## config.mk

```make
export PLATFORM = sky130hd
export DESIGN_NAME = chebyshev_saturation_pipe
export DESIGN_NICKNAME = d
export VERILOG_FILES = /design/src/rtl/chebyshev_saturation_pipe.sv
export SDC_FILE = /design/constraint.sdc
export NUM_CORES = 1
export LEC_CHECK = 0
export CELL_PAD_IN_SITES_DETAIL_PLACEMENT = 0
export CELL_PAD_IN_SITES_GLOBAL_PLACEMENT = 1
export CORE_UTILIZATION = 37
export DETAILED_ROUTE_END_ITERATION = 8
export PLACE_DENSITY_LB_ADDON = 0.1
export SYNTH_ARGS = -nofsm -noshare
export SYNTH_HDL_FRONTEND = slang
export SYNTH_SLANG_ARGS = --single-unit
```

## constraint.sdc

```tcl
create_clock -name clk -period 2.76 [get_ports clk]
set_clock_uncertainty 0.1 [all_clocks]
set_input_delay 0.276 -clock clk [delete_from_list [all_inputs] [get_ports clk]]
set_output_delay 0.276 -clock clk [all_outputs]
set_load 0.01 [all_outputs]
```

## src/rtl/chebyshev_saturation_pipe.sv

```systemverilog
// Two-stage valid/ready pipeline that narrows signed fixed-point samples to fewer
// integer bits, saturating or wrapping per sample, with overflow statistics.
module chebyshev_saturation_pipe #(
  parameter int WL                    = 12,
  parameter int I_BITS                = 6,
  parameter int BOUNDARY_BIT_POSITION = 3,
  parameter int CHANNELS              = 4,
  parameter int CNT_W                 = 16,
  localparam int O_BITS = WL - (I_BITS - BOUNDARY_BIT_POSITION),
  localparam int CH_W   = (CHANNELS > 1) ? $clog2(CHANNELS) : 1
) (
  input  logic                clk,
  input  logic                rst,
  input  logic                in_valid,
  output logic                in_ready,
  input  logic [WL-1:0]       in_data,
  input  logic [CH_W-1:0]     in_chan,
  input  logic                in_wrap,
  output logic                out_valid,
  input  logic                out_ready,
  output logic [O_BITS-1:0]   out_data,
  output logic [CH_W-1:0]     out_chan,
  output logic                out_sat,
  input  logic                clear_stats,
  output logic [CNT_W-1:0]    sat_count,
  output logic [CHANNELS-1:0] sat_sticky
);

  localparam logic [O_BITS-1:0] SAT_POS = {1'b0, {(O_BITS-1){1'b1}}};
  localparam logic [O_BITS-1:0] SAT_NEG = {1'b1, {(O_BITS-1){1'b0}}};

  logic en1, en2, sat_event;
  logic [WL-O_BITS:0] in_top;
  logic               in_ovf;
  logic [O_BITS-1:0]  result;

  logic                s1_valid_q, s1_valid_d;
  logic [O_BITS-1:0]   s1_data_q, s1_data_d;
  logic                s1_sign_q, s1_sign_d;
  logic [CH_W-1:0]     s1_chan_q, s1_chan_d;
  logic                s1_wrap_q, s1_wrap_d;
  logic                s1_ovf_q, s1_ovf_d;

  logic                out_valid_q, out_valid_d;
  logic [O_BITS-1:0]   out_data_q, out_data_d;
  logic [CH_W-1:0]     out_chan_q, out_chan_d;
  logic                out_sat_q, out_sat_d;
  logic [CNT_W-1:0]    sat_count_q, sat_count_d;
  logic [CHANNELS-1:0] sat_sticky_q, sat_sticky_d;

  // Sample fits iff every bit from the MSB down to the new sign bit agrees.
  assign in_top = in_data[WL-1:O_BITS-1];
  assign in_ovf = ~((&in_top) | ~(|in_top));

  always_comb begin
    en2 = ~out_valid_q | out_ready;
    en1 = ~s1_valid_q | en2;

    s1_valid_d = s1_valid_q;
    s1_data_d  = s1_data_q;
    s1_sign_d  = s1_sign_q;
    s1_chan_d  = s1_chan_q;
    s1_wrap_d  = s1_wrap_q;
    s1_ovf_d   = s1_ovf_q;
    if (en1) begin
      s1_valid_d = in_valid;
      if (in_valid) begin
        s1_data_d = in_data[O_BITS-1:0];
        s1_sign_d = in_data[WL-1];
        s1_chan_d = in_chan;
        s1_wrap_d = in_wrap;
        s1_ovf_d  = in_ovf;
      end
    end

    result = s1_data_q;
    if (s1_ovf_q && !s1_wrap_q) begin
      result = s1_sign_q ? SAT_NEG : SAT_POS;
    end

    out_valid_d = out_valid_q;
    out_data_d  = out_data_q;
    out_chan_d  = out_chan_q;
    out_sat_d   = out_sat_q;
    if (en2) begin
      out_valid_d = s1_valid_q;
      if (s1_valid_q) begin
        out_data_d = result;
        out_chan_d = s1_chan_q;
        out_sat_d  = s1_ovf_q;
      end
    end

    // A clear in the same cycle as an event leaves just that event recorded.
    sat_event    = out_valid_q & out_ready & out_sat_q;
    sat_count_d  = clear_stats ? '0 : sat_count_q;
    sat_sticky_d = clear_stats ? '0 : sat_sticky_q;
    if (sat_event) begin
      if (clear_stats) begin
        sat_count_d = CNT_W'(1);
      end else if (sat_count_q != '1) begin
        sat_count_d = sat_count_q + CNT_W'(1);
      end
      for (int i = 0; i < CHANNELS; i++) begin
        if (out_chan_q == CH_W'(i)) begin
          sat_sticky_d[i] = 1'b1;
        end
      end
    end
  end

  always_ff @(posedge clk) begin
    if (rst) begin
      s1_valid_q   <= 1'b0;
      s1_data_q    <= '0;
      s1_sign_q    <= 1'b0;
      s1_chan_q    <= '0;
      s1_wrap_q    <= 1'b0;
      s1_ovf_q     <= 1'b0;
      out_valid_q  <= 1'b0;
      out_data_q   <= '0;
      out_chan_q   <= '0;
      out_sat_q    <= 1'b0;
      sat_count_q  <= '0;
      sat_sticky_q <= '0;
    end else begin
      s1_valid_q   <= s1_valid_d;
      s1_data_q    <= s1_data_d;
      s1_sign_q    <= s1_sign_d;
      s1_chan_q    <= s1_chan_d;
      s1_wrap_q    <= s1_wrap_d;
      s1_ovf_q     <= s1_ovf_d;
      out_valid_q  <= out_valid_d;
      out_data_q   <= out_data_d;
      out_chan_q   <= out_chan_d;
      out_sat_q    <= out_sat_d;
      sat_count_q  <= sat_count_d;
      sat_sticky_q <= sat_sticky_d;
    end
  end

  assign in_ready   = en1;
  assign out_valid  = out_valid_q;
  assign out_data   = out_data_q;
  assign out_chan   = out_chan_q;
  assign out_sat    = out_sat_q;
  assign sat_count  = sat_count_q;
  assign sat_sticky = sat_sticky_q;

endmodule
```

==> summary.txt <==
OUTCOME
-------------------------------------------------------------------------------------
Outcome                                                                     completed

SYNTHESIS
-------------------------------------------------------------------------------------
Fraction of the yosys area taken by sequential cells                            0.477
Library cells used by synthesis                                                    39
Post-synth net total                                                              264
Fraction of registers with async set/reset                                          0
Number of enable flip-flop cells after synthesis                                    0
Post-Syn Area                                                              2010 sq um
Count of mapped cells out of synthesis                                            243
Syn avg cell area                                                          8.29 sq um
Number of register bits inferred by synthesis                                      48
Yosys synthesis warning count                                                       0
Commonest register cell after synthesis                                       dfxtp_1

ROUTE
-------------------------------------------------------------------------------------
Wire length reported by the detailed router                                   4.61 mm
Post-route antenna net violation count                                              0
Count of routing violations after the opening detailed-route iteration             64
DRC viols                                                                           0
Routed via count                                                                1,843
Drt via density                                                                  5.04
First-pass iteration count of the detailed router                                   4
Wire per inst                                                            12.6 microns

MIN PATH
-------------------------------------------------------------------------------------
Type of the worst min-delay path                                              reg2reg
Hold Startpoint                                                          s1_chan_q[1]

CLOCKING
-------------------------------------------------------------------------------------
CTS sink cnt                                                                       48
TritonCTS clock tree                                                            built
Number of buffers created by CTS                                                    5
Worst-case clock buffer depth                                                       2
Number of buffers inserted by post-CTS setup repair                                 0
Root Driver                                                                  clkbuf_8
Deepest level of the CTS H-tree                                                     2
Number of buffers inserted by hold repair at cts                                    0
CTS clk-pin slew, worst paths                                                 0.09 ns
Number of gates resized after CTS                                                   0
Insertion delay of the later-clocked pin in the worst-skew pair               0.30 ns

FINAL LAYOUT
-------------------------------------------------------------------------------------
Number of nets in the final layout                                                316
Top library cells by usage in the layout, fill and taps aside            clkdlybuf4s50_1 (53), nand2_1 (51), dfxtp_1 (48)
Area Growth Syn to Fin                                                          33.7%
Core Util, Final                                                                0.521
Share of cells above drive strength 1                                          0.0608
Finished layout cell area                                                  2690 sq um
Antenna fix cells                                                                   0
Number of filler cells placed in the layout                                       528
Most common library cell in the layout ignoring fill and taps            clkdlybuf4s50_1

TIMING
-------------------------------------------------------------------------------------
Hold WS                                                                      0.352 ns
Slew of the pin with the lowest slew margin                                  0.678 ns
Relative slew margins                                                           0.548
Post-route fraction of the period consumed by the critical path                 0.756
Final TNS setup                                                                  0 ns
Final setup fails                                                                   0
RSZ-0062 raised after global routing                                            false
Hold Violations, Final                                                              0
Post-layout min period                                                        2.09 ns
F_max                                                                         479 MHz
Number of pins with negative max-slew slack in the final report                     0

SETUP PATH
-------------------------------------------------------------------------------------
Worst Setup End Kind                                                             flop
CP Data Required Time                                                         2.87 ns
Crit start category                                                              flop
WS Path Type                                                                  reg2reg
Slowest stage cell, crit path                                                  nor4_1
Number of buffer and inverter stages on the critical path                           1
Max FO, Critical Path                                                               8
Cell-by-cell listing of the critical path                                ha_1, nand3_1, nor4_1, buf_4, nor2_2, a311oi_1
Worst-case register-to-register setup slack                                   0.67 ns
Largest incremental delay on the critical path                                0.56 ns
Origin of the critical flop-to-flop path                                 sat_count[0]
Critical path startpoint                                                 sat_count[0]
CP delay by family, top                                                  simple AND/OR/NAND/NOR gates
Worst EP arrival                                                              2.20 ns

PLACE
-------------------------------------------------------------------------------------
Final HPWL DP                                                                 3.30 mm
RD Place Congestion                                                             0.828
Number of buffers inserted by port buffering                                       53
Instance area at placement                                                 2600 sq um

GRT
-------------------------------------------------------------------------------------
Overall global routing resource usage                                           0.174
Largest net degree at the start of global routing                                  34
Via count of the first global-routing pass                                      1,639
Remaining global-route overflow                                                     0
First-pass GRT wire length                                                    7.55 mm
Number of antenna violations at the first check in global routing                   0

FLOORPLAN
-------------------------------------------------------------------------------------
Starting Density                                                                0.389
Core area                                                                  5170 sq um
Cell row count                                                                     26
I/O pin total                                                                      54
Die Y                                                                    75.8 microns
Floorplan die width                                                      75.8 microns
Die Footprint                                                              5740 sq um

POWER AND IR DROP
-------------------------------------------------------------------------------------
Power density normalized to cell area                                     479 nW/um^2
Peak VDD IR                                                                    236 uV
Static leakage                                                               0.895 nW

JOB
-------------------------------------------------------------------------------------
# Max-Cap Violations                                                                0

[worst reg2reg max path: stages, from the launching register on]
cell and delay (ns):
dfxtp_1 0.42, ha_1 0.23, nand3_1 0.13, nor4_1 0.56, buf_4 0.26, nor2_2 0.05, a311oi_1 0.26
[Yosys cell counts, drive strengths merged, types with 2 or more instances]
cell type,number,area share
and4,2,0.011
or2,2,0.0062
inv,5,0.0093
nand2b,2,0.0062
mux2i,2,0.0099
and2,2,0.0062
nor2,13,0.025
or3,5,0.016
nand3b,2,0.0075
nand4,9,0.035
o311ai,2,0.0087
and3,3,0.011
or4,4,0.015
buf,3,0.011
dfxtp,48,0.48
a211oi,2,0.0075
o41ai,2,0.0087
nand2,51,0.095
clkbuf,7,0.013
nor3,9,0.022
a21oi,41,0.10
o21ai,6,0.015
nand3,6,0.021
a311oi,2,0.0087
o211ai,5,0.019
o31ai,3,0.011
[area by class of cell]
| type | count | area [sq um] | area share |
|---|---|---|---|
| sequential | 48 | 961 | 0.357 |
| timing repair buffer | 55 | 546 | 0.203 |
| tap | 70 | 87.6 | 0.0325 |
| multi-input combinational | 180 | 986 | 0.366 |
| inverter | 5 | 18.8 | 0.00697 |
| clock inverter | 1 | 7.51 | 0.00279 |
| clock buffer | 7 | 86.3 | 0.0321 |
[report_power, final]
group	total [mW]	switching [mW]	internal (mW)	leakage (nW)
sequential	0.729	0.0140	0.715	0.391
clock	0.438	0.234	0.204	0.0445
combinational	0.123	0.0610	0.0619	0.459
total	1.29	0.309	0.981	0.895
[state kept, by name (all words and copies together), names as in the netlist]
name	cells
sat_count	16
out_valid	1
out_data	9
s1_chan_q	2
out_chan	2
sat_sticky	4
out_sat	1
s1_wrap_q	1
s1_data_q	9
s1_valid_q	1
s1_sign_q	1
s1_ovf_q	1
[kinds of logic (layout without fill, tap and decap cells)]
group,Yosys count,in the layout,synth area share
mux,2,2,0.00994
simple gates,112,112,0.283
fa+ha+maj,1,1,0.00621
compound gates,65,65,0.190
buf+inv,15,68,0.0335
flops,48,48,0.477
[metal layers]
layer | GRT usage | part of all wire | wire [microns] | up-vias
met5 | 0 | 0 | 0 | -
met4 | 0.0679 | 0.015 | 67 | 0
met3 | 0.0317 | 0.036 | 164 | 5
met2 | 0.287 | 0.48 | 2220 | 41
met1 | 0.224 | 0.47 | 2160 | 815
li1 | - | - | - | 982
[stage by stage]
step	total power, mW	cells	setup slack [ns]
4_1_cts	1.31	366	0.696
3_3_place_gp	0.869	358	0.678
2_1_floorplan	0.804	243	1.01
5_1_grt	1.35	366	0.457
6_report	1.29	366	0.674
3_5_place_dp	0.870	358	0.632
[final timing paths]
check,end,cells past startpoint
setup / recovery,sat_count[2],6
hold / removal,out_chan[1],2
setup reg to reg,sat_count[2],6
hold reg to reg,out_chan[1],2
(Power assumes the default switching activity.)
